<file path="src/rtl/bno055_i2c_target.sv">
// bno055_i2c_target: I2C target that emulates the BNO055 register interface.
// Read-only chip-ID bytes at 0..3, writable scratch registers above them.
// Both bus lines are synchronized and glitch-filtered before any edge is used.
module bno055_i2c_target #(
   parameter logic [6:0] DEV_ADDR   = 7'h28,
   parameter int         NUM_REGS   = 8,
   parameter int         FILTER_LEN = 3
) (
   input  logic       i_clk,
   input  logic       i_rst_n,
   input  logic       i_scl,
   input  logic       i_sda,
   output logic       o_sda_oe,
   output logic       o_wr_valid,
   output logic [7:0] o_wr_addr,
   output logic [7:0] o_wr_data,
   output logic       o_busy
);

   localparam int         IDX_W      = $clog2(NUM_REGS);
   localparam logic [8:0] NUM_REGS_W = 9'(NUM_REGS);

   typedef enum logic [3:0] {
      S_IDLE, S_ADDR, S_ADDR_ACK, S_PTR, S_PTR_ACK,
      S_WR_DATA, S_WR_ACK, S_RD_DATA, S_RD_ACK, S_WAIT
   } state_t;

   // ---------------------------------------------------------------
   // Input conditioning: bit 0 = SCL, bit 1 = SDA
   // ---------------------------------------------------------------
   logic [1:0] pad_in;
   logic [1:0] filt;
   logic [1:0] filt_d;

   assign pad_in = {i_sda, i_scl};

   generate
      for (genvar gi = 0; gi < 2; gi++) begin : g_cond
         logic                  meta_reg;
         logic                  sync_reg;
         logic [FILTER_LEN-2:0] hist_reg;
         logic                  filt_reg;
         logic                  filt_d_reg;
         logic [FILTER_LEN-1:0] window;

         // The newest synchronized sample plus history must all agree
         assign window = {hist_reg, sync_reg};

         // Synchronize, keep sample history, accept a level only when stable
         always_ff @(posedge i_clk or negedge i_rst_n) begin
            if (!i_rst_n) begin
               meta_reg   <= 1'b1;
               sync_reg   <= 1'b1;
               hist_reg   <= '1;
               filt_reg   <= 1'b1;
               filt_d_reg <= 1'b1;
            end else begin
               meta_reg   <= pad_in[gi];
               sync_reg   <= meta_reg;
               hist_reg   <= window[FILTER_LEN-2:0];
               if (&window)
                  filt_reg <= 1'b1;
               else if (~|window)
                  filt_reg <= 1'b0;
               filt_d_reg <= filt_reg;
            end
         end

         assign filt[gi]   = filt_reg;
         assign filt_d[gi] = filt_d_reg;
      end
   endgenerate

   logic scl_rise, scl_fall, scl_high, sda_in, start_det, stop_det;

   assign sda_in    = filt[1];
   assign scl_rise  = filt[0] & ~filt_d[0];
   assign scl_fall  = ~filt[0] & filt_d[0];
   assign scl_high  = filt[0] & filt_d[0];
   assign start_det = scl_high & filt_d[1] & ~filt[1];
   assign stop_det  = scl_high & ~filt_d[1] & filt[1];

   // ---------------------------------------------------------------
   // State and datapath registers
   // ---------------------------------------------------------------
   state_t     state_reg,   state_next;
   logic [3:0] bit_cnt_reg, bit_cnt_next;
   logic [7:0] shift_reg,   shift_next;
   logic [7:0] ptr_reg,     ptr_next;
   logic       oe_reg,      oe_next;
   logic       busy_reg,    busy_next;
   logic       flag_reg,    flag_next;
   logic       wr_valid_reg, wr_valid_next;
   logic [7:0] wr_addr_reg, wr_addr_next;
   logic [7:0] wr_data_reg, wr_data_next;

   logic [7:0] regs [NUM_REGS];
   logic       reg_we;
   logic [7:0] shift_in;
   logic       in_range;
   logic       writable;
   logic [7:0] rd_byte;

   assign shift_in = {shift_reg[6:0], sda_in};
   assign in_range = {1'b0, ptr_reg} < NUM_REGS_W;
   assign writable = in_range && (ptr_reg >= 8'd4);
   assign rd_byte  = in_range ? regs[ptr_reg[IDX_W-1:0]] : 8'h00;

   // ---------------------------------------------------------------
   // Register file: 0..3 are constant chip-ID bytes, the rest writable
   // ---------------------------------------------------------------
   generate
      for (genvar gi = 0; gi < NUM_REGS; gi++) begin : g_regs
         if (gi < 4) begin : g_ro
            localparam logic [7:0] ID_VAL = (gi == 0) ? 8'hA0 :
                                            (gi == 1) ? 8'hFB :
                                            (gi == 2) ? 8'h32 : 8'h0F;
            assign regs[gi] = ID_VAL;
         end else begin : g_rw
            logic [7:0] val_reg;

            // Scratch register: cleared by reset, loaded by an accepted write byte
            always_ff @(posedge i_clk or negedge i_rst_n) begin
               if (!i_rst_n)
                  val_reg <= 8'h00;
               else if (reg_we && (ptr_reg[IDX_W-1:0] == IDX_W'(gi)))
                  val_reg <= shift_in;
            end

            assign regs[gi] = val_reg;
         end
      end
   endgenerate

   // Next-state and datapath decisions; bus conditions override everything
   always_comb begin
      state_next    = state_reg;
      bit_cnt_next  = bit_cnt_reg;
      shift_next    = shift_reg;
      ptr_next      = ptr_reg;
      oe_next       = oe_reg;
      busy_next     = busy_reg;
      flag_next     = flag_reg;
      wr_valid_next = 1'b0;
      wr_addr_next  = wr_addr_reg;
      wr_data_next  = wr_data_reg;
      reg_we        = 1'b0;

      if (stop_det) begin
         state_next   = S_IDLE;
         busy_next    = 1'b0;
         oe_next      = 1'b0;
         bit_cnt_next = 4'd0;
      end else if (start_det) begin
         state_next   = S_ADDR;
         oe_next      = 1'b0;
         bit_cnt_next = 4'd0;
      end else begin
         case (state_reg)
            S_IDLE: ;
            S_ADDR: begin
               if (scl_rise) begin
                  shift_next   = shift_in;
                  bit_cnt_next = bit_cnt_reg + 4'd1;
               end else if (scl_fall && bit_cnt_reg == 4'd8) begin
                  bit_cnt_next = 4'd0;
                  if (shift_reg[7:1] == DEV_ADDR) begin
                     oe_next    = 1'b1;
                     busy_next  = 1'b1;
                     state_next = S_ADDR_ACK;
                  end else begin
                     state_next = S_WAIT;
                  end
               end
            end
            S_ADDR_ACK: begin
               if (scl_fall) begin
                  bit_cnt_next = 4'd0;
                  if (shift_reg[0]) begin
                     // Read: first data bit goes out right after the ACK clock
                     shift_next = rd_byte;
                     oe_next    = ~rd_byte[7];
                     state_next = S_RD_DATA;
                  end else begin
                     oe_next    = 1'b0;
                     state_next = S_PTR;
                  end
               end
            end
            S_PTR: begin
               if (scl_rise) begin
                  shift_next   = shift_in;
                  bit_cnt_next = bit_cnt_reg + 4'd1;
                  if (bit_cnt_reg == 4'd7)
                     ptr_next = shift_in;
               end else if (scl_fall && bit_cnt_reg == 4'd8) begin
                  bit_cnt_next = 4'd0;
                  oe_next      = 1'b1;
                  state_next   = S_PTR_ACK;
               end
            end
            S_PTR_ACK, S_WR_ACK: begin
               if (scl_fall) begin
                  oe_next      = 1'b0;
                  bit_cnt_next = 4'd0;
                  state_next   = S_WR_DATA;
               end
            end
            S_WR_DATA: begin
               if (scl_rise) begin
                  shift_next   = shift_in;
                  bit_cnt_next = bit_cnt_reg + 4'd1;
                  if (bit_cnt_reg == 4'd7) begin
                     // Last bit of the byte: commit now, ACK decision held in flag
                     flag_next = writable;
                     if (writable) begin
                        reg_we        = 1'b1;
                        wr_valid_next = 1'b1;
                        wr_addr_next  = ptr_reg;
                        wr_data_next  = shift_in;
                     end
                     ptr_next = ptr_reg + 8'd1;
                  end
               end else if (scl_fall && bit_cnt_reg == 4'd8) begin
                  bit_cnt_next = 4'd0;
                  oe_next      = flag_reg;
                  state_next   = S_WR_ACK;
               end
            end
            S_RD_DATA: begin
               if (scl_rise) begin
                  bit_cnt_next = bit_cnt_reg + 4'd1;
               end else if (scl_fall) begin
                  if (bit_cnt_reg == 4'd8) begin
                     oe_next      = 1'b0;
                     bit_cnt_next = 4'd0;
                     flag_next    = 1'b0;
                     state_next   = S_RD_ACK;
                  end else begin
                     oe_next    = ~shift_reg[6];
                     shift_next = {shift_reg[6:0], 1'b0};
                  end
               end
            end
            S_RD_ACK: begin
               if (scl_rise) begin
                  // Every byte handed out advances the pointer
                  ptr_next = ptr_reg + 8'd1;
                  if (sda_in)
                     state_next = S_WAIT;
                  else
                     flag_next = 1'b1;
               end else if (scl_fall && flag_reg) begin
                  flag_next    = 1'b0;
                  bit_cnt_next = 4'd0;
                  shift_next   = rd_byte;
                  oe_next      = ~rd_byte[7];
                  state_next   = S_RD_DATA;
               end
            end
            S_WAIT: oe_next = 1'b0;
            default: state_next = S_IDLE;
         endcase
      end
   end

   // State register; reset releases SDA and clears the pointer immediately
   always_ff @(posedge i_clk or negedge i_rst_n) begin
      if (!i_rst_n) begin
         state_reg    <= S_IDLE;
         bit_cnt_reg  <= 4'd0;
         shift_reg    <= 8'h00;
         ptr_reg      <= 8'h00;
         oe_reg       <= 1'b0;
         busy_reg     <= 1'b0;
         flag_reg     <= 1'b0;
         wr_valid_reg <= 1'b0;
         wr_addr_reg  <= 8'h00;
         wr_data_reg  <= 8'h00;
      end else begin
         state_reg    <= state_next;
         bit_cnt_reg  <= bit_cnt_next;
         shift_reg    <= shift_next;
         ptr_reg      <= ptr_next;
         oe_reg       <= oe_next;
         busy_reg     <= busy_next;
         flag_reg     <= flag_next;
         wr_valid_reg <= wr_valid_next;
         wr_addr_reg  <= wr_addr_next;
         wr_data_reg  <= wr_data_next;
      end
   end

   assign o_sda_oe   = oe_reg;
   assign o_busy     = busy_reg;
   assign o_wr_valid = wr_valid_reg;
   assign o_wr_addr  = wr_addr_reg;
   assign o_wr_data  = wr_data_reg;

endmodule

</file>
<file path="config.mk">
export PLATFORM = sky130hd
export DESIGN_NAME = bno055_i2c_target
export DESIGN_NICKNAME = d
export VERILOG_FILES = /design/src/rtl/bno055_i2c_target.sv
export SDC_FILE = /design/constraint.sdc
export NUM_CORES = 1
export LEC_CHECK = 0
export ABC_AREA = 0
export ABC_CLOCK_PERIOD_IN_PS = 3150
export BUFFER_PORTS_ARGS = -buffer_cell sky130_fd_sc_hd__buf_2
export CAP_MARGIN = 25
export CORE_ASPECT_RATIO = 0.7
export CORE_MARGIN = 4
export CORE_UTILIZATION = 60
export CTS_CLUSTER_DIAMETER = 30
export DETAILED_ROUTE_END_ITERATION = 6
export GPL_ROUTABILITY_DRIVEN = 0
export HOLD_SLACK_MARGIN = 0.02
export PLACE_DENSITY = 0.78
export SYNTH_ARGS = -nofsm -noshare
export SYNTH_HDL_FRONTEND = slang
export SYNTH_SLANG_ARGS = --single-unit
</file>
<file path="constraint.sdc">
create_clock -name i_clk -period 3.15 [get_ports i_clk]
set_clock_uncertainty 0.2 [all_clocks]
set_input_delay 0.4725 -clock i_clk [delete_from_list [all_inputs] [get_ports i_clk]]
set_output_delay 0.4725 -clock i_clk [all_outputs]
set_load 0.1 [all_outputs]
</file>
Word-level counts from Yosys, hierarchy flattened
Index checks and enable logic that the tools add are counted.
W data, S select, Z words.
- register bits after elaboration: 88
- bits in latches: 0
- memory bits (writable): 0
- memory bits (read-only): 0
- word-level logic and storage cells: 225
- memories kept: 0
- add/subtract/negate cells: 2
- $mul: 0
- divide/modulo/power cells: 0
- $lt $le $gt $ge: 3
- equal/unequal tests: 57
- shift operators: 0
- muxes and demuxes: 89
- bitwise logic cells: 16
- reduce and logical (&&, ||, !) cells: 33
- operators by type and width (cell ; number):
    $mux W8 ; 16
    $mux W4 ; 27
    $ne A4 B4 Y1 const B ; 14
    $mux W1 ; 38
    $pmux W4 S8 ; 1
    $pmux W8 S4 ; 1
    $ne A2 B2 Y1 const B ; 15
    $reduce_and A14 Y1 ; 2
    $bmux W8 S3 ; 1
    $pmux W8 S3 ; 1
    $eq A4 B3 Y1 const B ; 5
    $ne A5 B5 Y1 const B ; 4
    $reduce_and A10 Y1 ; 2
    $pmux W4 S4 ; 1
    $eq A3 B3 Y1 const B ; 4
    $eq A4 B4 Y1 const B ; 3
    $reduce_or A3 Y1 ; 4
    $reduce_and A11 Y1 ; 1
    $reduce_bool A10 Y1 ; 1
    $add A8 B1 Y8 const B ; 1
    $eq A4 B2 Y1 const B ; 2
    $ge A8 B3 Y1 const B ; 1
    $lt A8 B4 Y1 const B ; 1
    $not A1 Y1 ; 8
    other kinds (26) ; 46

Logic depth before layout (Yosys ltp)
- word-level depth: 11
- mapped depth: 10
- mapped depth without buffers: 8

Worst setup path before layout
OpenSTA, ideal clock, no wires.
- kind: reg-to-reg
- start: reg g_cond[0].filt_d_reg
- end: reg state_reg[0]
- arrival: 2.094 ns
- path slack: 0.731 ns
- cell stages (with the launch flop): 8
- buffers on the path: 0
- cell sequence: dfstp_2 ha_1 nand4b_1 a22oi_1 a21oi_1 or2_2 a211o_1 mux2_2
- longest elaborated chain between the ends: 6
- elaborated cells on any way between the ends: 29
- those cells by class: 14 x eq/ne; 4 x mux; 8 x bitwise; 3 x reduce/logical
- RTL lines (element ; line ; text):
    from (decl) ; 43 ; logic filt_d_reg;
    from (signal assigned) ; 65 ; filt_d_reg <= filt_reg;
    branches (longest 6 deep; another with $reduce_and A14 Y1) ; n/a ;
    to (signal assigned) ; 281 ; state_reg <= state_next;
    to (decl) ; 86 ; state_t state_reg, state_next;
Parallel ways; which one is timed is not known.
A chain may end at the register's enable or synchronous reset.

Final worst setup path
- start: reg state_reg[0]
- end: reg state_reg[0]
- longest elaborated chain between the ends: 5
- elaborated cells on any way between the ends: 30
- those cells by class: 23 x eq/ne; 3 x mux; 4 x reduce/logical
- RTL lines (element ; line ; text):
    $eq A4 B4 Y1 (tied with other cells) ; 159 ; case (state_reg)
    $reduce_or A2 Y1 (on tied branches) ; n/a ;
    $pmux W4 S8 ; 159 ;
    $mux W4 ; 154 ; end else if (start_det) begin
    $mux W4 ; 149 ; if (stop_det) begin
Parallel ways exist; a longest one is shown, timed or not.

==> run metrics <==
cell internal pwr 2.713 mW; worst-margin pin slew 0.6240 ns; Die ar. 9486 um^2; FMAX 333.7 MHz; area of the multi-input gates 2400 um^2; H-tree depth 3; Tmin final 2.997 ns; first-pass GRT wire length 17.78 mm; Initial Util 63.64%; wire per inst 19.55 um; Final setup violation count 0; gr ovfl total 0; RSZ-0062 raised after global routing no; Total Wirelength 10.85 mm; worst hold margin 0.03178 ns; Sw Pwr 1.559 mW; TritonCTS Buffers 9; Final period util 95.13%; design area 5420 um^2; placement-stage cell area 5015 um^2; CP required 3.17 ns; clock-pin transition on the worst setup and hold timing paths 0.06 ns; Largest register FFs 32; area grow syn2layout 13.34%; # diodes 0; most frequent cell after synthesis dfrtp_1; Post-Layout Cell Count 555; dpl cells 538; Synth Instances 431; CP Launch Point state_reg[0]; Worst Reg-to-Reg Cells 6; synthesized area per cell 11.10 um^2; share of power burned in registers 36.4%; Area contributors post-synth dfrtp_1 40%, mux2_4 10%, dfstp_2 6.6%; FF-to-FF Start state_reg[0]; drt drc 0; status complete, no violations; Syn. warnings 0; WHS Path Cells 1; router iterations before antenna repair 7; I/O pins 23; Seq/Total Area, Yosys 46.36%; Routed Antenna Nets 0; DP Wirelength 7.233 mm; Max IR drop VDD 0.5734 mV; Synth top area share 39.77%; post-CTS resize count 0; CTS tree yes; Critical Path Fanout Max 18; initial antenna violation count 0; Distinct cells, synth 63; Arr. time, crit path 3.02 ns; #FFs+latches synth 88; Final nets 468; Worst Setup End Kind flip-flop; number of flops mapped to enable cells by yosys 0; clock buffer depth 2; Synth Net Count 446; Worst setup SP type flip-flop; DR iter-0 viols 527; via count 3565; vias per cell 6.423; storage element area 2217 um^2; proportion of power drawn by combinational gates 33.1%; GRT Overall Usage 24.68%; Port-buffer cells 22; Worst Hold Class input port to flip-flop; core region area 7515 um^2; kind of critical path flip-flop to flip-flop; Leakage 2.629 nW; final worst slack 0.1533 ns; Skew-Pair Late Insertion Delay 0.34 ns; asr flop ratio synth 100.0%; Yosys top cell by area dfrtp_1; hold violation count in the final report 0; sw frac 36.50%; Hold Crit Start i_scl; DIE WIDTH 114.7 um; total negative slack 0 ns; number of global-route vias before repair 3327; CTS Sinks 88; most instantiated cells after synthesis 76 x dfrtp_1, 33 x o21ai_0, 32 x mux2_4; Main synth FF type dfrtp_1; pre-CTS setup slack 0.2894 ns; Max-cap violations 0; largest net degree at the start of global routing 82; Clk network pwr share 30.6%; area of the mapped netlist 4782 um^2; Max Slew Vio Count 0; root cell of the clock tree clkbuf_16; ratio of cells with drive above 1 in the final layout 28.88%; num rows 26; relative slew slack 57.82%; Fillers 507; chip height 82.70 um; PwrDens 788.2 nW/um^2
-- critical path: stages (launching register included) --
cell      delay (ns)
dfrtp_1         0.58
or3_4           0.51
nor2_1          0.28
nand2_1         0.18
a222oi_1        0.51
a211o_1         0.27
mux2_2          0.36
-- through the flow --
step	util, %	power, mW
2_1_floorplan	-	2.537
3_3_place_gp	66.73	2.890
3_5_place_dp	66.73	2.921
4_1_cts	71.63	4.248
5_1_grt	72.13	4.484
6_report	72.13	4.272
-- cell usage in the layout (no fill, tap or decap), drive strengths merged, types with 7 or more instances in the layout --
cell / netlist / final
a21oi: 28 / 28
buf: 9 / 35
clkbuf: 16 / 10
dfrtp: 76 / 76
dfstp: 12 / 12
ha: 11 / 11
inv: 16 / 16
mux2: 51 / 51
mux2i: 10 / 10
mux4: 7 / 7
nand2: 35 / 35
nand3: 14 / 14
nor2: 19 / 19
nor2b: 13 / 13
o21ai: 35 / 35
-- routing by layer --
layer	part of all wire [%]	GRT usage, %
met5	0	0
met2	42	35.54
met1	46	35.54
met3	9.3	7.429
met4	2.1	8.792
-- layout make-up --
class / count / share of cell area (%)
Multi-Input combinational cell: 302 / 44.28
Clock inverter: 5 / 2.378
Inverter: 16 / 1.108
Clock buffer: 10 / 4.409
Timing Repair Buffer: 36 / 4.663
Sequential cell: 88 / 40.90
Tap cell: 98 / 2.262
-- cell families (layout without fill, tap and decap cells) --
kind of cell | count (synthesis) | in the layout | synth area share (%)
AO/OA/AOI/OAI | 101 | 101 | 13.06
XOR/XNOR | 1 | 1 | 0.1832
adder cells (fa/ha/maj) | 11 | 11 | 2.878
buffers and inverters | 41 | 67 | 3.585
flip-flops | 88 | 88 | 46.36
multiplexers | 68 | 68 | 19.91
AND/OR/NAND/NOR | 121 | 121 | 14.02
-- path summary, 6_finish.rpt --
| path | to | slack [ns] |
|---|---|---|
| setup / recovery | state_reg[0] | 0.15 |
| hold / removal | g_cond[0].meta_reg | 0.03 |
| setup reg to reg | state_reg[0] | 0.15 |
| hold reg to reg | g_cond[0].sync_reg | 0.16 |
| max in group asynchronous | g_cond[0].hist_reg[1] | 1.62 |
| min in group asynchronous | bit_cnt_reg[1] | 0.28 |
-- power by group through the flow --
| stage | clock [mW] | sequential (mW) | combinational (mW) |
|---|---|---|---|
| after floorplan | 0 | 1.41 | 1.12 |
| after global placement | 0 | 1.55 | 1.34 |
| after detailed placement | 0 | 1.56 | 1.36 |
| after CTS | 1.33 | 1.54 | 1.37 |
| after global routing | 1.37 | 1.58 | 1.53 |
| final | 1.31 | 1.55 | 1.41 |
-- what timing repair did --
item,CTS,global route
hold endpoints to repair,0,6
setup buffers,0,0
hold buffers,0,1
(Power assumes the default switching activity.)
